## src/rtl/cpu_types_pkg.sv

```systemverilog
// Shared pipeline types: register selects, hazard FSM states and the control bundle
// that the hazard controller drives into the pipeline registers.
package cpu_types_pkg;

    typedef logic [4:0] regbits_t;

    typedef enum logic [1:0] {
        RUN   = 2'd0,
        DWAIT = 2'd1,
        HALT  = 2'd2
    } hazard_state_t;

    typedef struct packed {
        logic pc_wen;
        logic if_w;
        logic id_w;
        logic ex_w;
        logic mem_w;
        logic if_flush;
        logic id_flush;
    } pipe_ctrl_t;

    localparam pipe_ctrl_t CTRL_GO       = '{1'b1, 1'b1, 1'b1, 1'b1, 1'b1, 1'b0, 1'b0};
    localparam pipe_ctrl_t CTRL_FREEZE   = '{1'b0, 1'b0, 1'b0, 1'b0, 1'b0, 1'b0, 1'b0};
    localparam pipe_ctrl_t CTRL_SQUASH   = '{1'b1, 1'b1, 1'b1, 1'b1, 1'b1, 1'b1, 1'b1};
    // Hold PC and IF/ID, send a bubble down into ID/EX.
    localparam pipe_ctrl_t CTRL_BUBBLE   = '{1'b0, 1'b0, 1'b1, 1'b1, 1'b1, 1'b0, 1'b1};

    function automatic logic load_use(input logic dren, input regbits_t wsel,
                                      input regbits_t rs, input regbits_t rt);
        return dren && (wsel != '0) && ((wsel == rs) || (wsel == rt));
    endfunction

endpackage

```

## src/rtl/sat_counter.sv

```systemverilog
// Free-running up counter that sticks at all-ones instead of wrapping.
module sat_counter #(
    parameter int W = 16
) (
    input  logic         gclk,
    input  logic         grst_n,
    input  logic         en,
    output logic [W-1:0] count
);

    always_ff @(posedge gclk or negedge grst_n) begin
        if (!grst_n)
            count <= '0;
        else if (en && (count != '1))
            count <= count + 1'b1;
    end

endmodule

```

## src/rtl/hazard_controller.sv

```systemverilog
// Pipeline hazard controller: memory-wait FSM plus combinational stall/flush control
// for a 5-stage pipeline, with a saturating stall-cycle counter.
module hazard_controller
    import cpu_types_pkg::*;
(
    input  logic     CLK,
    input  logic     nRST,
    input  logic     ihit,
    input  logic     dhit,
    input  logic     mem_dren,
    input  logic     mem_dwen,
    input  logic     mem_halt,
    input  logic     ex_redirect,
    input  logic     ex_dren,
    input  regbits_t ex_wsel,
    input  regbits_t id_rs,
    input  regbits_t id_rt,
    output logic     pc_wen,
    output logic     if_w,
    output logic     id_w,
    output logic     ex_w,
    output logic     mem_w,
    output logic     if_flush,
    output logic     id_flush,
    output logic     halted,
    output logic [15:0] stall_cnt
);

    hazard_state_t state, state_nxt;
    pipe_ctrl_t    ctrl;
    logic          mem_busy;

    always_ff @(posedge CLK or negedge nRST) begin
        if (!nRST)
            state <= RUN;
        else
            state <= state_nxt;
    end

    assign mem_busy = (mem_dren | mem_dwen) & ~dhit;

    always_comb begin
        ctrl      = CTRL_GO;
        state_nxt = state;
        if (state == HALT) begin
            ctrl = CTRL_FREEZE;
        end else if ((state == RUN) && mem_halt) begin
            ctrl      = CTRL_FREEZE;
            state_nxt = HALT;
        end else if (mem_busy) begin
            ctrl      = CTRL_FREEZE;
            state_nxt = DWAIT;
        end else if ((state == DWAIT) && dhit) begin
            ctrl      = CTRL_GO;
            state_nxt = RUN;
        end else begin
            // DWAIT with nothing pending also falls back to RUN here.
            state_nxt = RUN;
            if (ex_redirect)
                ctrl = CTRL_SQUASH;
            else if (load_use(ex_dren, ex_wsel, id_rs, id_rt))
                ctrl = CTRL_BUBBLE;
            else if (!ihit)
                ctrl = CTRL_BUBBLE;
        end
    end

    assign pc_wen   = ctrl.pc_wen;
    assign if_w     = ctrl.if_w;
    assign id_w     = ctrl.id_w;
    assign ex_w     = ctrl.ex_w;
    assign mem_w    = ctrl.mem_w;
    assign if_flush = ctrl.if_flush;
    assign id_flush = ctrl.id_flush;
    assign halted   = (state == HALT);

    sat_counter #(.W(16)) u_stall_cnt (
        .gclk   (CLK),
        .grst_n (nRST),
        .en     (~ctrl.pc_wen && (state != HALT)),
        .count  (stall_cnt)
    );

endmodule

```

## config.mk

```make
export PLATFORM = sky130hd
export DESIGN_NAME = hazard_controller
export DESIGN_NICKNAME = d
export VERILOG_FILES = /design/src/rtl/cpu_types_pkg.sv /design/src/rtl/sat_counter.sv /design/src/rtl/hazard_controller.sv
export SDC_FILE = /design/constraint.sdc
export NUM_CORES = 1
export LEC_CHECK = 0
export ABC_AREA = 1
export BUFFER_PORTS_ARGS = -buffer_cell sky130_fd_sc_hd__buf_2
export CORE_ASPECT_RATIO = 0.8
export CORE_MARGIN = 2
export CORE_UTILIZATION = 41
export DETAILED_ROUTE_END_ITERATION = 6
export GPL_ROUTABILITY_DRIVEN = 1
export HOLD_SLACK_MARGIN = 0.03
export PLACE_DENSITY_LB_ADDON = 0.05
export SLEW_MARGIN = 20
export SYNTH_ARGS = -nofsm -noshare
export SYNTH_HDL_FRONTEND = slang
export SYNTH_SLANG_ARGS = --single-unit
```

## constraint.sdc

```tcl
create_clock -name CLK -period 1.8 [get_ports CLK]
set_input_delay 0.36 -clock CLK [delete_from_list [all_inputs] [get_ports CLK]]
set_output_delay 0.36 -clock CLK [all_outputs]
set_load 0.01 [all_outputs]
```

# ---- Yosys cells after proc, flatten, opt, wreduce, memory -nomap -nowiden
# Index checks and enable logic that the tools add are counted.
dict set report totals {
  regBits 18
  in_bits 24
  wordCells 31
}
dict set report op_classes {
  addsub 1
  eq_ne 6
  n_mux 9
  bitwise 4
  n_reduce_logical 9
}
# op n
set ops {}
lappend ops {{$mux 7} 7}
lappend ops {{$add 16x1->16 const B} 1}
lappend ops {{$ne 16x16->1 const B} 1}
lappend ops {{$eq 5x5->1} 2}
lappend ops {{$logic_and 1x1->1} 6}
lappend ops {{$reduce_bool 5->1} 1}
lappend ops {{$eq 2x1->1 const B} 1}
lappend ops {{$eq 2x2->1 const B} 1}
lappend ops {{$logic_not 2->1} 1}
lappend ops {{$mux 2} 1}
lappend ops {{$ne 2x2->1 const B} 1}
lappend ops {{$not 1->1} 2}
lappend ops {{$and 1x1->1} 1}
lappend ops {{$logic_or 1x1->1} 1}
lappend ops {{$mux 1} 1}
lappend ops {{$or 1x1->1} 1}

# ---- Longest topological paths before layout
# Gate-level depths: netlist of the first run.
dict set report depth {
  ltp_word 12
  mapped_depth 14
  depth_no_buf 13
}

# ---- Hierarchy
# Synthesis of the first run repeated with hierarchy kept, for this count alone.
dict set report hier_totals {
  hier_cells 228
  area_unflattened_um2 1446.4
}
# module n_inst cells_each area_per_inst_um2 seq_area_each_um2
set modules_own_cells {}
lappend modules_own_cells {sat_counter 1 149 1058.5 400.4}
lappend modules_own_cells {hazard_controller 1 79 387.9 50.0}

# ---- Worst setup path after synthesis of the first run
# Ideal clock, no wire load.
dict set report synth_timing {
  path_kind {in2out}
  startpoint {in ex_wsel[3]}
  endpoint {out pc_wen}
  arrival_ns 1.488
  t_required_ns 1.440
  path_slack_ns -0.048
  path_stages 11
  cell_sequence {inv_2 -> nand4_1 -> o21ai_0 -> inv_1 -> nand2_1 -> nand2_1 -> nand2_1 -> nand2_2 -> buf_2 -> nor2_1 -> buf_4}
}
dict set report synth_between {
  elab_chain_cells 9
  word_cells_on_any_way 12
  classes_between {2 x eq/ne; 6 x mux; 4 x reduce/logical}
}
# element line
set synth_rtl {}
lappend synth_rtl {{start: declaration} hazard_controller.sv:15} ;# input regbits_t ex_wsel,
lappend synth_rtl {{$eq 5x5->1 or $reduce_bool 5->1 (tied branches)} cpu_types_pkg.sv:31} ;# return dren && (wsel != '0) && ((wsel == rs) || (wsel == rt));
lappend synth_rtl {{$logic_or 1x1->1 or $logic_and 1x1->1 (tied branches)} cpu_types_pkg.sv:31}
lappend synth_rtl {{$logic_and 1x1->1 *} cpu_types_pkg.sv:31}
lappend synth_rtl {{$mux 7 *} hazard_controller.sv:61} ;# else if (load_use(ex_dren, ex_wsel, id_rs, id_rt))
lappend synth_rtl {{$mux 7 *} hazard_controller.sv:59} ;# if (ex_redirect)
lappend synth_rtl {{$mux 7 *} hazard_controller.sv:53} ;# end else if ((state == DWAIT) && dhit) begin
lappend synth_rtl {{$mux 7 *} hazard_controller.sv:50} ;# end else if (mem_busy) begin
lappend synth_rtl {{$mux 7 *} hazard_controller.sv:47} ;# end else if ((state == RUN) && mem_halt) begin
lappend synth_rtl {{$mux 7 *} hazard_controller.sv:45} ;# if (state == HALT) begin
lappend synth_rtl {{end: declaration} hazard_controller.sv:18} ;# output logic pc_wen,
# Every way passes the cells marked *; elsewhere a longest branch is shown, timed or not.

# ---- Final worst setup path of the first run
dict set report layout_timing {
  startpoint {reg state[1]}
  endpoint {out id_flush}
}
dict set report layout_between {
  elab_chain_cells 6
  word_cells_on_any_way 9
  classes_between {2 x eq/ne; 4 x mux; 3 x reduce/logical}
}
# element line
set layout_rtl {}
lappend layout_rtl {{start: declaration} hazard_controller.sv:29} ;# hazard_state_t state, state_nxt;
lappend layout_rtl {{start signal: assignment} hazard_controller.sv:37} ;# state <= state_nxt;
lappend layout_rtl {{$eq 2x1->1} hazard_controller.sv:53}
lappend layout_rtl {{$logic_and 1x1->1} hazard_controller.sv:53}
lappend layout_rtl {{$mux 7} hazard_controller.sv:53}
lappend layout_rtl {{$mux 7} hazard_controller.sv:50}
lappend layout_rtl {{$mux 7} hazard_controller.sv:47}
lappend layout_rtl {{$mux 7 *} hazard_controller.sv:45}
lappend layout_rtl {{end: declaration} hazard_controller.sv:24} ;# output logic id_flush,
# Marked as above.

==> results of run 1 <==
-- power groups by stage --
stage / logic, mW / clock network, mW / registers [mW]
5_1_grt: 1.08 / 0.312 / 0.528
6_report: 0.991 / 0.285 / 0.523
4_1_cts: 0.913 / 0.293 / 0.520
2_1_floorplan: 0.452 / 0 / 0.548
3_5_place_dp: 0.740 / 0 / 0.526
3_3_place_gp: 0.747 / 0 / 0.524
-- state kept, by name, summed over array words and instances, names as in the netlist --
name,count
state,2
u_stall_cnt.count,16
-- logic make-up after synthesis --
logic type	Yosys count
AND/OR/NAND/NOR	131
buffers and inverters	35
flip-flops	18
XOR/XNOR	13
AO/OA/AOI/OAI	3
adder cells (fa/ha/maj)	1
-- layout make-up --
cell class | instances | share of cell area
multi-input cells | 148 | 0.428
flip-flops and latches | 18 | 0.242
repair buffers | 70 | 0.227
inverters | 27 | 0.0545
well taps | 40 | 0.0269
clock buffers | 3 | 0.0222
-- routing by layer --
layer	wire length [um]	up-vias	share of wire	global-route usage
met4	28	0	0.0082	0.0514
met5	0	-	0	0
met3	179	5	0.053	0.0526
li1	-	762	-	-
met2	1470	46	0.43	0.280
met1	1730	647	0.51	0.293
-- synthesized netlist by cell type, types with 2 or more instances --
master	instances
buf_2	2
buf_4	3
dfrtp_1	18
inv_1	21
inv_2	5
nand2_1	76
nand3_1	8
nand3_2	3
nand4_1	18
nor2_1	17
nor2_4	2
nor4_1	2
xnor2_1	6
xor2_1	7
-- metrics by stage --
stage	setup TNS (ns)	power [mW]	util
after floorplan	0	1.00	-
after global placement	0	1.27	0.536
after detailed placement	0	1.27	0.536
after CTS	0	1.73	0.574
after global routing	-0.319	1.92	0.594
final	-0.00843	1.80	0.594
-- timing repair --
action | in CTS | in global routing
pin swaps | 2 | 8
setup endpoints to repair | 1 | 24
buffers inserted | 9 | 4
resized for setup | 4 | 9
-- worst register-to-register path: cells and delay by family, from the launching register on --
family                 cells  cell delay (ns)
flip-flops                 1             0.37
buffers and inverters      9             0.96
AND/OR/NAND/NOR            4             0.30
-- final timing paths --
path	from	endpoint	slack [ns]	depth (start not counted)
max	state[1]$_DFFE_PN0N_	id_flush	-0.008	7
min	nRST	u_stall_cnt.count[13]$_DFFE_PN0P_	0.03	1
min in group CLK	mem_dren	state[0]$_DFFE_PN0N_	0.47	5
max in group asynchronous	nRST	u_stall_cnt.count[7]$_DFFE_PN0P_	1.48	1
min reg2reg	u_stall_cnt.count[15]$_DFFE_PN0P_	u_stall_cnt.count[15]$_DFFE_PN0P_	0.53	2
max reg2reg	state[1]$_DFFE_PN0N_	state[0]$_DFFE_PN0N_	0.05	13
==> flow_metrics.tcl, run 1 <==
set metrics [dict create \
    switchingPower_uw 716 \
    grt_pass1_vias 1275 \
    cts_buffers 3 \
    design_area_mm2 0.00186 \
    fin_ws_ns -0.00843 \
    power_density_mw_per_mm2 967 \
    crit_chain "inv_2, nor2_1, nor2_2, nand2_2, nor3b_2, a31o_2, buf_6" \
    drc 0 \
    peakVddDrop_v 0.000551 \
    nets 293 \
    dp_slack_ns 0.0473 \
    coreArea_mm2 0.00313 \
    synth_edf_count 0 \
    port_buffers 47 \
    diodes 0 \
    yosysTopAreaCellShare 0.330 \
    yosysWarnings 0 \
    maxCapViolCount 0 \
    ys.flop_type "dfrtp_1" \
    critical_path.max_fanout 3 \
    synthMuxAreaShare 0 \
    die_height_um 55.6 \
    place_congestion 0.830 \
    insertion_delay_ns 0.26 \
    status "complete, but fails checks" \
    synth_top_family_by_area "simple AND/OR/NAND/NOR gates" \
    synthAdderAreaFrac 0.00917 \
    hold_path_class "in2async" \
    drt_iter0_drc 75 \
    avgSynthCellArea_um2 6.79 \
    n_fill_cell 288 \
    hold_ws_ns 0.0315 \
    syn_to_final_growth_pct 36.3 \
    syn-num-nets 226 \
    hold_viol_final 0 \
    pwr-share-seq 0.291 \
    period_needed_ns 1.81 \
    syn_area_mm2 0.00137 \
    switching_share 0.398 \
    grt_usage 0.197 \
    synth-xor-area-share 0.0834 \
    h-tree-depth 1 \
    cp_data_arrival_time_ns 1.45 \
    slew_viol_final 0 \
    violations "setup timing" \
    critPathRequiredTime_ns 1.44 \
    detail_route.wl_per_cell_um 11.1 \
    drt_pass1_iterations 4 \
    placedCellCount 290 \
    layout_commonest_cell "nand2_1" \
    slowest_delay_ns 0.37 \
    chipWidth_um 68.5 \
    cts-root-buf "clkbuf_8" \
    regArea_um2 450 \
    startpoint_type "flop" \
    crit_buf_inv 2 \
    wl_um 3410 \
    grt_pass1_wl_um 5790 \
    yosys.area.top_type "dfrtp_1" \
    synthArstFlopShare 1.00 \
    clkPwrFrac 0.158 \
    fmax_mhz 553 \
    initial_core_util 0.436 \
    cts_tree "done" \
    combPwrFrac 0.551 \
    grt_max_degree 19 \
    worst-slew-pin-transition_ns 0.483 \
    rsz0062_at_grt "yes" \
    placed_area_mm2 0.00168 \
    clk_pin_slew_ns 0.07 \
    cp_slowest_cell "dfrtp_1" \
    clock_path_buffers 2 \
    grt_overflow 0 \
    ant_nets 0 \
    fin_skew_ns 0.00194 \
    slew-limit-headroom 0.676 \
    ys_types 27 \
    vias_per_cell 4.77 \
    multi_input_area_um2 796 \
    post_layout_nonfiller_instances 306 \
    fp-row-count 18 \
    period_share 1.00 \
    ys_seq_elements 18 \
    setup_violations 1 \
    antenna_found_initial 0 \
    synth_compound_area_frac 0.0137 \
    critPathKind "reg2out" \
    synth-seq-area-share 0.330 \
    hpwl_um 2390 \
    clkSinkCount 18 \
    cts_hold_buffers 0 \
    die_area_mm2 0.00381 \
    syn-instance-count 201 \
    drive_above_1_share 0.365 \
    io_pins 48 \
    cpLargestDelayFamily "simple AND/OR/NAND/NOR gates" \
    critPathCaptureType "output port" \
    leakagePower_nw 1.09 \
    vias 1460 \
    synth_simple_gate_area_frac 0.452 \
    final_cell_mix "nand2_1 (74), buf_2 (46), buf_4 (21), inv_1 (19)" \
    synth.area.top_cells "dfrtp_1 (33%), nand2_1 (21%), nand4_1 (8.2%)" \
    internal_power_mw 1.08 \
]
No activity file was read; power rests on OpenSTA's default activity.
==> inputs of run 2 (changes only) <==
--- a/config.mk
+++ b/config.mk
@@ -7,13 +7,13 @@
 export LEC_CHECK = 0
 export ABC_AREA = 1
 export BUFFER_PORTS_ARGS = -buffer_cell sky130_fd_sc_hd__buf_2
-export CORE_ASPECT_RATIO = 0.8
-export CORE_MARGIN = 2
+export CORE_ASPECT_RATIO = 1.4
 export CORE_UTILIZATION = 41
 export DETAILED_ROUTE_END_ITERATION = 6
 export GPL_ROUTABILITY_DRIVEN = 1
 export HOLD_SLACK_MARGIN = 0.03
 export PLACE_DENSITY_LB_ADDON = 0.05
+export RECOVER_POWER = 25
 export SLEW_MARGIN = 20
 export SYNTH_ARGS = -nofsm -noshare
 export SYNTH_HDL_FRONTEND = slang
==> run 2 against run 1 <==
  * The flow now finishes without violations
  * Wire length is 7.3% higher
  * Flip-flop and latch count stayed put
  * Cell count is 0.33% lower
  * Combinational power is 5% higher
  * Clock skew is 0.0038 ns higher
  * Die area is 6.4% lower
==> flow_metrics.tcl, run 2 (same netlist as run 1, synthesis figures left out) <==
set metrics [dict create \
    coreArea_mm2 0.00315 \
    leakagePower_nw 1.12 \
    cp_slowest_cell "dfrtp_1" \
    period_share 0.976 \
    grt_pass1_wl_um 5760 \
    worst-slew-pin-transition_ns 1.01 \
    antenna_found_initial 0 \
    status "finished, final reports clean" \
    clkSinkCount 18 \
    period_needed_ns 1.76 \
    die_area_mm2 0.00357 \
    cts_buffers 3 \
    peakVddDrop_v 0.000802 \
    post-route-util 0.619 \
    drc 0 \
    drt_iter0_drc 52 \
    detail_route.wl_per_cell_um 12.0 \
    grt_overflow 0 \
    port_buffers 47 \
    largest_register_ff_count 16 \
    ant_nets 0 \
    placedCellCount 291 \
    cts_hold_buffers 0 \
    drive_above_1_share 0.421 \
    slowest_delay_ns 0.37 \
    slew_viol_final 0 \
    crit_buf_inv 4 \
    layout_commonest_cell "nand2_1" \
    fin_setup_tns_ns 0 \
    wl_um 3660 \
    cp_common_cell "inv_2" \
    drt_pass1_iterations 4 \
    diodes 0 \
    vias 1513 \
    insertion_delay_ns 0.26 \
    chipWidth_um 50.8 \
    maxCapViolCount 0 \
    top_regs "u_stall_cnt.count: 16 flops, state: 2 flops" \
    grt_usage 0.209 \
    clock_path_buffers 2 \
    hold_ws_ns 0.248 \
    cpLargestDelayFamily "buffers and inverters" \
    cts_tree "done" \
    nets 293 \
    power_density_mw_per_mm2 943 \
    critPathRequiredTime_ns 1.44 \
    fmax_mhz 569 \
    hold_path_class "in2async" \
    grt_max_degree 19 \
    setup_violations 0 \
    slew-limit-headroom 0.325 \
    rsz0062_at_grt "yes" \
    die_height_um 70.3 \
    place_congestion 0.863 \
    critPathCaptureType "output port" \
    regMostFlops "u_stall_cnt.count" \
    io_pins 48 \
    post_layout_nonfiller_instances 305 \
    fp-row-count 24 \
    initial_core_util 0.433 \
    cts-root-buf "clkbuf_8" \
    crit_chain "inv_2, buf_4, nand3_2, inv_2, nor2_1, nand2_1, nand2_2, nor2_2, buf_2" \
    vias_per_cell 4.96 \
    cp_data_arrival_time_ns 1.40 \
    startpoint_type "flop" \
    hold_viol_final 0 \
    hpwl_um 2450 \
    critical_path.max_fanout 3 \
    final_cell_mix "nand2_1 (67), buf_2 (40), buf_4 (22), inv_1 (18), nand4_1 (18)" \
    clk_pin_slew_ns 0.07 \
    syn_to_final_growth_pct 43.0 \
    h-tree-depth 1 \
    fin_skew_ns 0.00578 \
    critPathKind "reg2out" \
    grt_pass1_vias 1391 \
]
## run 2: changes by cell type in the layout (fill, tap and decap cells not counted), moves of 6 or more
cell	change
nand2_1	-7
buf_2	-6
nand2_2	+6
nor2_1	-6
## run 2: timing repair
| item | CTS | global route |
|---|---|---|
| pin swaps | 2 | 23 |
| setup buffers | 10 | 2 |
| resized for setup | 4 | 38 |
| setup endpoints to repair | 1 | 23 |
## run 2: layer usage
layer	vias to the layer above	GRT usage	wire, um
met2	53	0.390	1900
met3	5	0.0240	173
met5	-	0	0
met4	0	0.0741	52
li1	764	-	-
met1	691	0.235	1530
## run 2: where the power goes
group / switching [mW] / internal, mW
Combinational: 0.549 / 0.487
Clock: 0.134 / 0.149
Sequential: 0.0550 / 0.468
## run 2: final cells by class
class	count	area [um2]
Tap cell	39	48.8
Timing Repair Buffer	70	452
Clock buffer	3	41.3
Sequential cell	18	452
Multi-Input combinational cell	148	855
Fill cell	307	1200
Inverter	27	104
## run 2: stage by stage
stage	setup slack, ns	instance area, um2	total power [mW]
2_1_floorplan	0.0271	1370	1.00
3_3_place_gp	0.00820	1690	1.27
3_5_place_dp	-0.00106	1690	1.28
4_1_cts	0.00192	1820	1.75
5_1_grt	-0.0597	1950	1.97
6_report	0.0432	1950	1.84
## run 2: worst paths after layout
kind	from	end	slack, ns	depth (start not counted)
setup / recovery	state[1]$_DFFE_PN0N_	if_w	0.04	9
hold / removal	nRST	u_stall_cnt.count[15]$_DFFE_PN0P_	0.25	1
setup reg to reg	state[0]$_DFFE_PN0N_	state[0]$_DFFE_PN0N_	0.08	11
hold reg to reg	u_stall_cnt.count[13]$_DFFE_PN0P_	u_stall_cnt.count[13]$_DFFE_PN0P_	0.54	2
max in group asynchronous	nRST	state[0]$_DFFE_PN0N_	0.86	1
min in group CLK	u_stall_cnt.count[13]$_DFFE_PN0P_	u_stall_cnt.count[13]$_DFFE_PN0P_	0.54	2
